==> src/rtl/cache_mem_sched_if.sv <==
// Bundle between the cache control/main memory side and the memory-port scheduler.
// slave = the scheduler, master = the cache control and memory environment around it.
interface cache_mem_sched_if #(
   parameter int ADDR_W = 10
);
   logic              rf_req;
   logic [ADDR_W-1:0] rf_addr;
   logic              rf_done;
   logic [127:0]      rf_data;
   logic              wt_valid;
   logic              wt_ready;
   logic [ADDR_W-1:0] wt_addr;
   logic [31:0]       wt_data;
   logic              mem_req;
   logic              mem_we;
   logic [ADDR_W-1:0] mem_addr;
   logic [127:0]      mem_write_data;
   logic [3:0]        mem_word_en;
   logic              mem_ack;
   logic [127:0]      mem_read_data;
   logic              wb_empty;

   modport slave (
      input  rf_req, rf_addr, wt_valid, wt_addr, wt_data, mem_ack, mem_read_data,
      output rf_done, rf_data, wt_ready, mem_req, mem_we, mem_addr, mem_write_data,
      output mem_word_en, wb_empty
   );

   modport master (
      output rf_req, rf_addr, wt_valid, wt_addr, wt_data, mem_ack, mem_read_data,
      input  rf_done, rf_data, wt_ready, mem_req, mem_we, mem_addr, mem_write_data,
      input  mem_word_en, wb_empty
   );
endinterface

==> src/rtl/cache_mem_sched.sv <==
// Arbitrates the single main-memory port between block refills and posted word write-throughs.
// Refills win unless a buffered write targets the same block; then writes drain first.
//
// state | meaning
// IDLE  | no memory request outstanding; picks refill or head write each cycle
// RD    | block read outstanding, waiting for mem_ack
// WR    | head write-through outstanding, popped on mem_ack
module cache_mem_sched #(
   parameter int ADDR_W = 10,
   parameter int DEPTH  = 4
) (
   input  logic              clk,
   input  logic              reset,
   cache_mem_sched_if.slave  bus
);
   localparam int PW = $clog2(DEPTH);
   localparam int CW = PW + 1;

   typedef enum logic [1:0] {IDLE, RD, WR} state_t;

   state_t            state;
   logic [ADDR_W-3:0] fifo_addr [DEPTH];
   logic [31:0]       fifo_data [DEPTH];
   logic [PW-1:0]     wr_ptr;
   logic [PW-1:0]     rd_ptr;
   logic [CW-1:0]     count;
   logic [CW-1:0]     count_next;
   logic              push;
   logic              pop;
   logic              hazard;
   logic [DEPTH-1:0]  match;
   logic              unused_bits;

   assign push        = bus.wt_valid && bus.wt_ready;
   assign pop         = (state == WR) && bus.mem_req && bus.mem_ack;
   assign count_next  = count + CW'(push) - CW'(pop);
   assign bus.wb_empty = (count == '0) && (state != WR);
   assign unused_bits = ^{bus.rf_addr[3:0], bus.wt_addr[1:0]};

   // An entry is live when its offset from the head is below the occupancy count.
   always_comb begin
      match = '0;
      for (int i = 0; i < DEPTH; i++) begin
         match[i] = ({1'b0, PW'(i) - rd_ptr} < count) &&
                    (fifo_addr[i][ADDR_W-3:2] == bus.rf_addr[ADDR_W-1:4]);
      end
   end

   assign hazard = |match;

   always_ff @(posedge clk) begin
      if (push) begin
         fifo_addr[wr_ptr] <= bus.wt_addr[ADDR_W-1:2];
         fifo_data[wr_ptr] <= bus.wt_data;
      end
   end

   // wt_ready tracks the count register, so a pop into a full buffer cannot admit a push that cycle.
   always_ff @(posedge clk) begin
      if (reset) begin
         wr_ptr       <= '0;
         rd_ptr       <= '0;
         count        <= '0;
         bus.wt_ready <= 1'b1;
      end else begin
         if (push) wr_ptr <= wr_ptr + 1'b1;
         if (pop)  rd_ptr <= rd_ptr + 1'b1;
         count        <= count_next;
         bus.wt_ready <= (count_next < CW'(DEPTH));
      end
   end

   always_ff @(posedge clk) begin
      if (reset) begin
         state              <= IDLE;
         bus.mem_req        <= 1'b0;
         bus.mem_we         <= 1'b0;
         bus.mem_addr       <= '0;
         bus.mem_write_data <= '0;
         bus.mem_word_en    <= '0;
         bus.rf_done        <= 1'b0;
         bus.rf_data        <= '0;
      end else begin
         bus.rf_done <= 1'b0;
         case (state)
            IDLE: begin
               if (bus.rf_req && !hazard) begin
                  state              <= RD;
                  bus.mem_req        <= 1'b1;
                  bus.mem_we         <= 1'b0;
                  bus.mem_addr       <= {bus.rf_addr[ADDR_W-1:4], 4'b0000};
                  bus.mem_word_en    <= 4'b0000;
                  bus.mem_write_data <= '0;
               end else if (count != '0) begin
                  state              <= WR;
                  bus.mem_req        <= 1'b1;
                  bus.mem_we         <= 1'b1;
                  bus.mem_addr       <= {fifo_addr[rd_ptr][ADDR_W-3:2], 4'b0000};
                  bus.mem_word_en    <= 4'b0001 << fifo_addr[rd_ptr][1:0];
                  bus.mem_write_data <= {4{fifo_data[rd_ptr]}};
               end
            end
            RD: begin
               if (bus.mem_req && bus.mem_ack) begin
                  bus.rf_data <= bus.mem_read_data;
                  bus.rf_done <= 1'b1;
                  bus.mem_req <= 1'b0;
                  state       <= IDLE;
               end
            end
            WR: begin
               if (bus.mem_req && bus.mem_ack) begin
                  bus.mem_req <= 1'b0;
                  state       <= IDLE;
               end
            end
            default: begin
               bus.mem_req <= 1'b0;
               state       <= IDLE;
            end
         endcase
      end
   end
endmodule
==> src/flat_wrapper.sv <==
// flat-port wrapper written by rule: the top's interface ports become plain ports
module cache_mem_sched_flat 
#(
   parameter int ADDR_W = 10,
   parameter int DEPTH  = 4
)
  (clk, reset, bus_rf_req, bus_rf_addr, bus_wt_valid, bus_wt_addr, bus_wt_data, bus_mem_ack, bus_mem_read_data, bus_rf_done, bus_rf_data, bus_wt_ready, bus_mem_req, bus_mem_we, bus_mem_addr, bus_mem_write_data, bus_mem_word_en, bus_wb_empty);
  cache_mem_sched_if #(.ADDR_W(ADDR_W)) bus_i ();
  input  logic clk;
  input  logic reset;
  input wire logic [$bits(bus_i.rf_req)-1:0] bus_rf_req;
  input wire logic [$bits(bus_i.rf_addr)-1:0] bus_rf_addr;
  input wire logic [$bits(bus_i.wt_valid)-1:0] bus_wt_valid;
  input wire logic [$bits(bus_i.wt_addr)-1:0] bus_wt_addr;
  input wire logic [$bits(bus_i.wt_data)-1:0] bus_wt_data;
  input wire logic [$bits(bus_i.mem_ack)-1:0] bus_mem_ack;
  input wire logic [$bits(bus_i.mem_read_data)-1:0] bus_mem_read_data;
  output wire logic [$bits(bus_i.rf_done)-1:0] bus_rf_done;
  output wire logic [$bits(bus_i.rf_data)-1:0] bus_rf_data;
  output wire logic [$bits(bus_i.wt_ready)-1:0] bus_wt_ready;
  output wire logic [$bits(bus_i.mem_req)-1:0] bus_mem_req;
  output wire logic [$bits(bus_i.mem_we)-1:0] bus_mem_we;
  output wire logic [$bits(bus_i.mem_addr)-1:0] bus_mem_addr;
  output wire logic [$bits(bus_i.mem_write_data)-1:0] bus_mem_write_data;
  output wire logic [$bits(bus_i.mem_word_en)-1:0] bus_mem_word_en;
  output wire logic [$bits(bus_i.wb_empty)-1:0] bus_wb_empty;
  assign bus_i.rf_req = bus_rf_req;
  assign bus_i.rf_addr = bus_rf_addr;
  assign bus_i.wt_valid = bus_wt_valid;
  assign bus_i.wt_addr = bus_wt_addr;
  assign bus_i.wt_data = bus_wt_data;
  assign bus_i.mem_ack = bus_mem_ack;
  assign bus_i.mem_read_data = bus_mem_read_data;
  assign bus_rf_done = bus_i.rf_done;
  assign bus_rf_data = bus_i.rf_data;
  assign bus_wt_ready = bus_i.wt_ready;
  assign bus_mem_req = bus_i.mem_req;
  assign bus_mem_we = bus_i.mem_we;
  assign bus_mem_addr = bus_i.mem_addr;
  assign bus_mem_write_data = bus_i.mem_write_data;
  assign bus_mem_word_en = bus_i.mem_word_en;
  assign bus_wb_empty = bus_i.wb_empty;
  cache_mem_sched #(.ADDR_W(ADDR_W), .DEPTH(DEPTH)) u_core (.clk(clk), .reset(reset), .bus(bus_i));
endmodule
==> config.mk <==
export PLATFORM = sky130hd
export DESIGN_NAME = cache_mem_sched_flat
export DESIGN_NICKNAME = d
export VERILOG_FILES = /design/src/rtl/cache_mem_sched_if.sv /design/src/rtl/cache_mem_sched.sv /design/src/flat_wrapper.sv
export SDC_FILE = /design/constraint.sdc
export NUM_CORES = 1
export LEC_CHECK = 0
export CAP_MARGIN = 30
export CORE_MARGIN = 10
export CORE_UTILIZATION = 49
export DETAILED_ROUTE_END_ITERATION = 10
export HOLD_SLACK_MARGIN = 0.15
export PLACE_DENSITY_LB_ADDON = 0.2
export SLEW_MARGIN = 20
export SYNTH_ARGS = -nofsm -noshare
export SYNTH_HDL_FRONTEND = slang
export SYNTH_SLANG_ARGS = --single-unit
==> constraint.sdc <==
create_clock -name clk -period 4.5 [get_ports clk]
set_input_delay 0.9 -clock clk [delete_from_list [all_inputs] [get_ports clk]]
set_output_delay 0.9 -clock clk [all_outputs]
set_load 0.01 [all_outputs]
==> metrics.txt, run 1 <==
status finished, final reports clean; post-route ant nets 0; Worst EP required 4.95 ns; PortBufs 449; Final setup viols 0; static leakage 6.34 nW; initial antenna violation count 4; FFs w/ async S/R, synth 0%; VDD IR-drop max 0.000360 V; RSZ-0062 raised after global routing no; Post-synth EDFFs 160; hold path cells 2; Post-CTS Setup Bufs 0; worst min-delay path category reg -> reg; DRT Pass-1 Iters 5; Final Wtd Congestion 0.872; Post-route DRC 0; Clk pin slew, worst setup/hold paths 0.06 ns; first-pass GRT wire length 55500 µm; number of cell rows 60; library cells used by synthesis 44; drt first-iter violations 510; ranking of synthesized cells by area edfxtp_1, dfxtp_1, nand2_1; Clk Latency, worst-skew pair 0.53 ns; largest area contributor in the netlist edfxtp_1; vias per inst 4.98; FMAX 0.320 GHz; Layout Nets 1677; most frequent cells in the layout clkdlybuf4s50_1, nand2_1, dfxtp_1, edfxtp_1, a21oi_1; drt total wl 38200 µm; maxcap violations 0; cell area after synthesis 0.0135 mm²; relative slew slack 46.2%; Final Power 0.00886 W; Bufs on Longest Clock Path 3; Avg Cell Area, Syn 11.9 µm²; Final Max Slew Viols 0; Critical Path End Type flop; DPL Wire Length 27200 µm; #FFs+latches synth 345; Synth top area share 35.5%; IO Pins 460; clock sink count 345; Yosys warnings 0; commonest non-fill, non-tap cell in the layout clkdlybuf4s50_1; Clock Skews 0.0239 ns; Die Span Y 186 µm; cell area power density 470 mW/mm²; area grow syn2layout 39.4%; final hold violation count 0; CP Class in -> reg; wire per inst 20.3 µm; Final Cycle Share 69.4%; via count 9389; Initial Util 50.0%; Post-Synthesis Cells 1141; layout cell share with drive strength beyond 1 8.16%; main flop type after synthesis dfxtp_1; startpoint types input port; CTS resizes 0; Worst EP arrival 3.58 ns; Root Buffer clkbuf_16; CTS Buf Count 38; grt ovf 0; vias in the first global route 9518; core area 0.0271 mm²; die area 0.0347 mm²; Die Width 186 µm; # hold bufs at CTS 0; cells on worst reg2reg path 9; CTS tree yes; gr usage total 20.8%; Seq/Total Area, Yosys 62.8%; CTS H-tree lvls 2; Slew @ Worst Pin 0.802 ns; largest net degree at the start of global routing 118; crit path max fanout 32; min cycle time layout 3.12 ns; setup TNS 0 ns
power by group:
part | total [W] | leakage (nW) | internal (W) | switching (W)
Combinational | 0.00199 | 2.77 | 0.00102 | 0.000977
Sequential | 0.00382 | 2.96 | 0.00363 | 0.000193
Clock | 0.00305 | 0.600 | 0.00182 | 0.00122
Total | 0.00886 | 6.34 | 0.00647 | 0.00239
routing by layer:
layer / vias to the layer above / routed length, µm / GRT usage (%)
met5: - / 0 / 0
met4: 0 / 1000 / 6.71
met3: 57 / 3470 / 6.66
met2: 324 / 19600 / 36.9
met1: 4439 / 14100 / 23.1
li1: 4569 / - / -
kinds of logic after synthesis:
group / synth area share, %
AOI/OAI and AO/OA: 9.20
and+or+nand+nor: 9.62
buffers and inverters: 8.37
muxes: 6.65
adders and majority gates: 1.35
DFF: 62.8
other: 0.0277
xor gates and xnor gates: 1.94
stage by stage:
step | area (µm²) | hold WS, ns | cells | worst slack, ns | utilization (%)
after floorplan | 13600 | 0.469 | 1144 | 1.76 | -
after global placement | 17600 | 0.441 | 1810 | 0.929 | 65.0
after detailed placement | 17600 | 0.445 | 1810 | 0.907 | 65.0
after CTS | 18900 | 0.454 | 1880 | 1.44 | 69.6
after global routing | 18900 | 0.468 | 1881 | 1.22 | 69.6
final | 18900 | 0.450 | 1886 | 1.38 | 69.6
cell type report:
class / instances / area [µm²]
Multi-Input combinational cell: 609 / 3940
Inverter: 19 / 71.3
Timing Repair Buffer: 465 / 4620
Antenna cell: 6 / 15.0
Fill cell: 1987 / 8230
Clock inverter: 13 / 136
Tap cell: 372 / 465
Sequential cell: 345 / 8510
Clock buffer: 57 / 1100
worst paths after layout:
path	startpoint	endpoint	slack (ns)
worst max-delay path	bus_rf_addr[5]	u_core.bus.mem_write_data[117]	1.38
worst min-delay path	u_core.bus.rf_data[102]	u_core.bus.rf_data[102]	0.45
worst max register to register	u_core.rd_ptr[0]	u_core.bus.mem_write_data[117]	1.70
worst min register to register	u_core.bus.rf_data[102]	u_core.bus.rf_data[102]	0.45
worst max-delay path, stage by stage:
cell	delay, ns
clkdlybuf4s50_1	0.55
xor2_1	0.22
a2111oi_0	0.56
a31oi_1	0.33
a311oi_4	0.34
buf_4	0.43
a22o_1	0.23
registers in the layout, indices dropped and copies added (netlist names), named ones only:
register	count
u_core.fifo_addr	32
u_core.bus.wt_ready	1
u_core.fifo_data	128
u_core.rd_ptr	2
u_core.state	2
u_core.wr_ptr	2
u_core.bus.rf_data	128
u_core.bus.mem_write_data	32
u_core.bus.mem_we	1
u_core.bus.rf_done	1
u_core.count	3
u_core.bus.mem_addr	6
u_core.bus.mem_word_en	4
u_core.bus.mem_req	1
Yosys cell counts, types with 2 or more instances:
master and instances:
nand2_1 266, dfxtp_1 185, edfxtp_1 160, a21oi_1 135
buf_4 100, clkbuf_1 57, mux4_2 40, a22o_1 32
inv_1 19, xor2_1 19, nand3_1 14, ha_1 13
xnor2_1 11, nor2_1 10, and3_1 8, nand2b_1 7
nor2b_1 7, a221oi_1 6, buf_2 6, o22ai_1 6
buf_6 5, nor3_1 4, buf_1 3, o21ai_0 3
a2111o_1 2, a2111oi_0 2, a211oi_1 2, a32o_1 2
o211ai_1 2
Note: power is estimated with default switching activity, not from simulation.
==> run 2, diff against run 1 <==
--- a/config.mk
+++ b/config.mk
@@ -7,7 +7,7 @@
 export LEC_CHECK = 0
 export CAP_MARGIN = 30
 export CORE_MARGIN = 10
-export CORE_UTILIZATION = 49
+export CORE_UTILIZATION = 46
 export DETAILED_ROUTE_END_ITERATION = 10
 export HOLD_SLACK_MARGIN = 0.15
 export PLACE_DENSITY_LB_ADDON = 0.2
==> constraint.sdc (replaced) <==
create_clock -name clk -period 2.9 [get_ports clk]
set_input_delay 0.58 -clock clk [delete_from_list [all_inputs] [get_ports clk]]
set_output_delay 0.58 -clock clk [all_outputs]
set_load 0.01 [all_outputs]
==> run 2 against run 1 <==
Clock power up 52%. Setup slack worse by 1.1 ns. Sequential share of layout area down 0.59 points. Global-route usage down 0.91 points. First-iteration DRC count up 26%. Flip-flop and latch count unchanged. Core utilization down 3.4 points. Combinational power up 64%. Critical path depth down 3. Clock skew about the same. Final area up 1.3%. Via count up 0.96%.
==> metrics.txt, run 2 (synthesized netlist as in run 1, its figures left out) <==
worst r2r src u_core.rd_ptr[0]; largest net degree at the start of global routing 85; PortBufs 449; VDD IR-drop max 0.000613 V; gr usage total 19.9%; setup TNS 0 ns; final instance area 0.0191 mm²; Layout Nets 1697; Worst EP required 2.32 ns; Slew @ Worst Pin 0.568 ns; Clk pin slew, worst setup/hold paths 0.05 ns; area grow syn2layout 41.2%; Bufs on Longest Clock Path 3; FMAX 0.382 GHz; Die Width 192 µm; Critical Path End Type primary output; maxcap violations 0; cell area power density 724 mW/mm²; worst min-delay path category reg -> reg; DPL Wire Length 27400 µm; CP Class reg -> out; CP max stage delay 0.58 ns; Clk Latency, worst-skew pair 0.52 ns; Initial Util 46.9%; RSZ-0062 raised after global routing no; Most Used Layer, Global Route met2; Post-CTS Setup Bufs 0; DRT Pass-1 Iters 5; layout cell share with drive strength beyond 1 9.76%; die area 0.0367 mm²; drt first-iter violations 645; Worst EP arrival 2.04 ns; CTS Buf Count 38; met3 usage 5.90%; most frequent cells in the layout clkdlybuf4s50_1, nand2_1, dfxtp_1, edfxtp_1, a21oi_1; crit path launch u_core.count[1]; startpoint types flop; crit path max fanout 7; commonest non-fill, non-tap cell in the layout clkdlybuf4s50_1; first-pass GRT wire length 56900 µm; grt ovf 0; min cycle time layout 2.62 ns; Post-route DRC 0; CTS H-tree lvls 2; Hold Startpoint u_core.bus.rf_data[89]; CTS resizes 0; CTS tree yes; # hold bufs at CTS 0; routing usage on met1 23.1%; final hold violation count 0; placed cell count 1842; relative slew slack 61.9%; core area 0.0289 mm²; final non-filler cell total 1911; sequence of cells on the critical path inv_1, nand3_1, nor2_1, clkdlybuf4s50_1; post-route ant nets 0; clock sink count 345; wire per inst 20.2 µm; Final Wtd Congestion 0.833; Regs by FF count u_core.bus.rf_data: 128 flops, u_core.fifo_data: 128 flops; status finished, final reports clean; Final Cycle Share 90.4%; Die Span Y 192 µm; met2 GRT Util 34.7%; Final setup viols 0; cell family with the largest share of critical-path delay buffers and inverters; IO Pins 460; Buffers & Inverters on Critical Path 2; vias per inst 4.96; Final Max Slew Viols 0; dpl cell area 0.0179 mm²; drt total wl 38600 µm; vias in the first global route 9576; Root Buffer clkbuf_16; number of cell rows 62; initial antenna violation count 2; via count 9479; slowest CP cell clkdlybuf4s50_1; static leakage 6.47 nW; Clock Skews 0.0240 ns
## run 2: cell count changes in the layout (fill, tap and decap cells not counted), moves of 4 or more
cell,delta
diode_2,-5
clkinv_2,+8
clkbuf_1,-4
buf_12,+10
buf_4,+10
clkinv_1,-4
## run 2: final timing paths
| path | endpoint | slack (ns) | depth (start not counted) |
|---|---|---|---|
| worst max-delay path | bus_wb_empty | 0.28 | 4 |
| worst min-delay path | u_core.bus.rf_data[89] | 0.45 | 2 |
| worst max register to register | u_core.bus.mem_write_data[97] | 0.30 | 9 |
| worst min register to register | u_core.bus.rf_data[89] | 0.45 | 2 |
## run 2: where the power goes
group          internal [W]  switching [W]  leakage [nW]  total, W
registers           0.00563       0.000300          2.96   0.00593
clock network       0.00276        0.00188         0.601   0.00464
logic               0.00170        0.00157          2.90   0.00327
## run 2: worst min-delay path, delay by kind of cell, from the launching register on
kind / cells / cell delay [ns]
flops: 1 / 0.30
simple gates: 1 / 0.05
compound gates: 1 / 0.05
## run 2: layer usage
layer | part of all wire, % | routed length [µm]
met1 | 38 | 14700
met2 | 52 | 20000
met5 | 0.034 | 13
met4 | 1.8 | 709
met3 | 8.1 | 3110
## run 2: area by class of cell
class,instances,area [µm²]
well taps,384,480
repair buffers,485,4900
diodes,1,2.50
multi-input cells,609,3940
clock buffers,51,1060
fillers,2212,9740
clock inverters,17,151
flip-flops and latches,345,8510
inverters,19,71.3
## run 2: through the flow
stage / total power (W) / hold slack (ns) / util, % / setup slack (ns)
5_1_grt: 0.0145 / 0.467 / 66.3 / 0.123
3_5_place_dp: 0.00932 / 0.445 / 62.0 / -0.159
3_3_place_gp: 0.00927 / 0.441 / 62.0 / -0.118
2_1_floorplan: 0.00778 / 0.469 / - / 0.483
6_report: 0.0138 / 0.452 / 66.3 / 0.279
4_1_cts: 0.0140 / 0.453 / 66.2 / 0.230
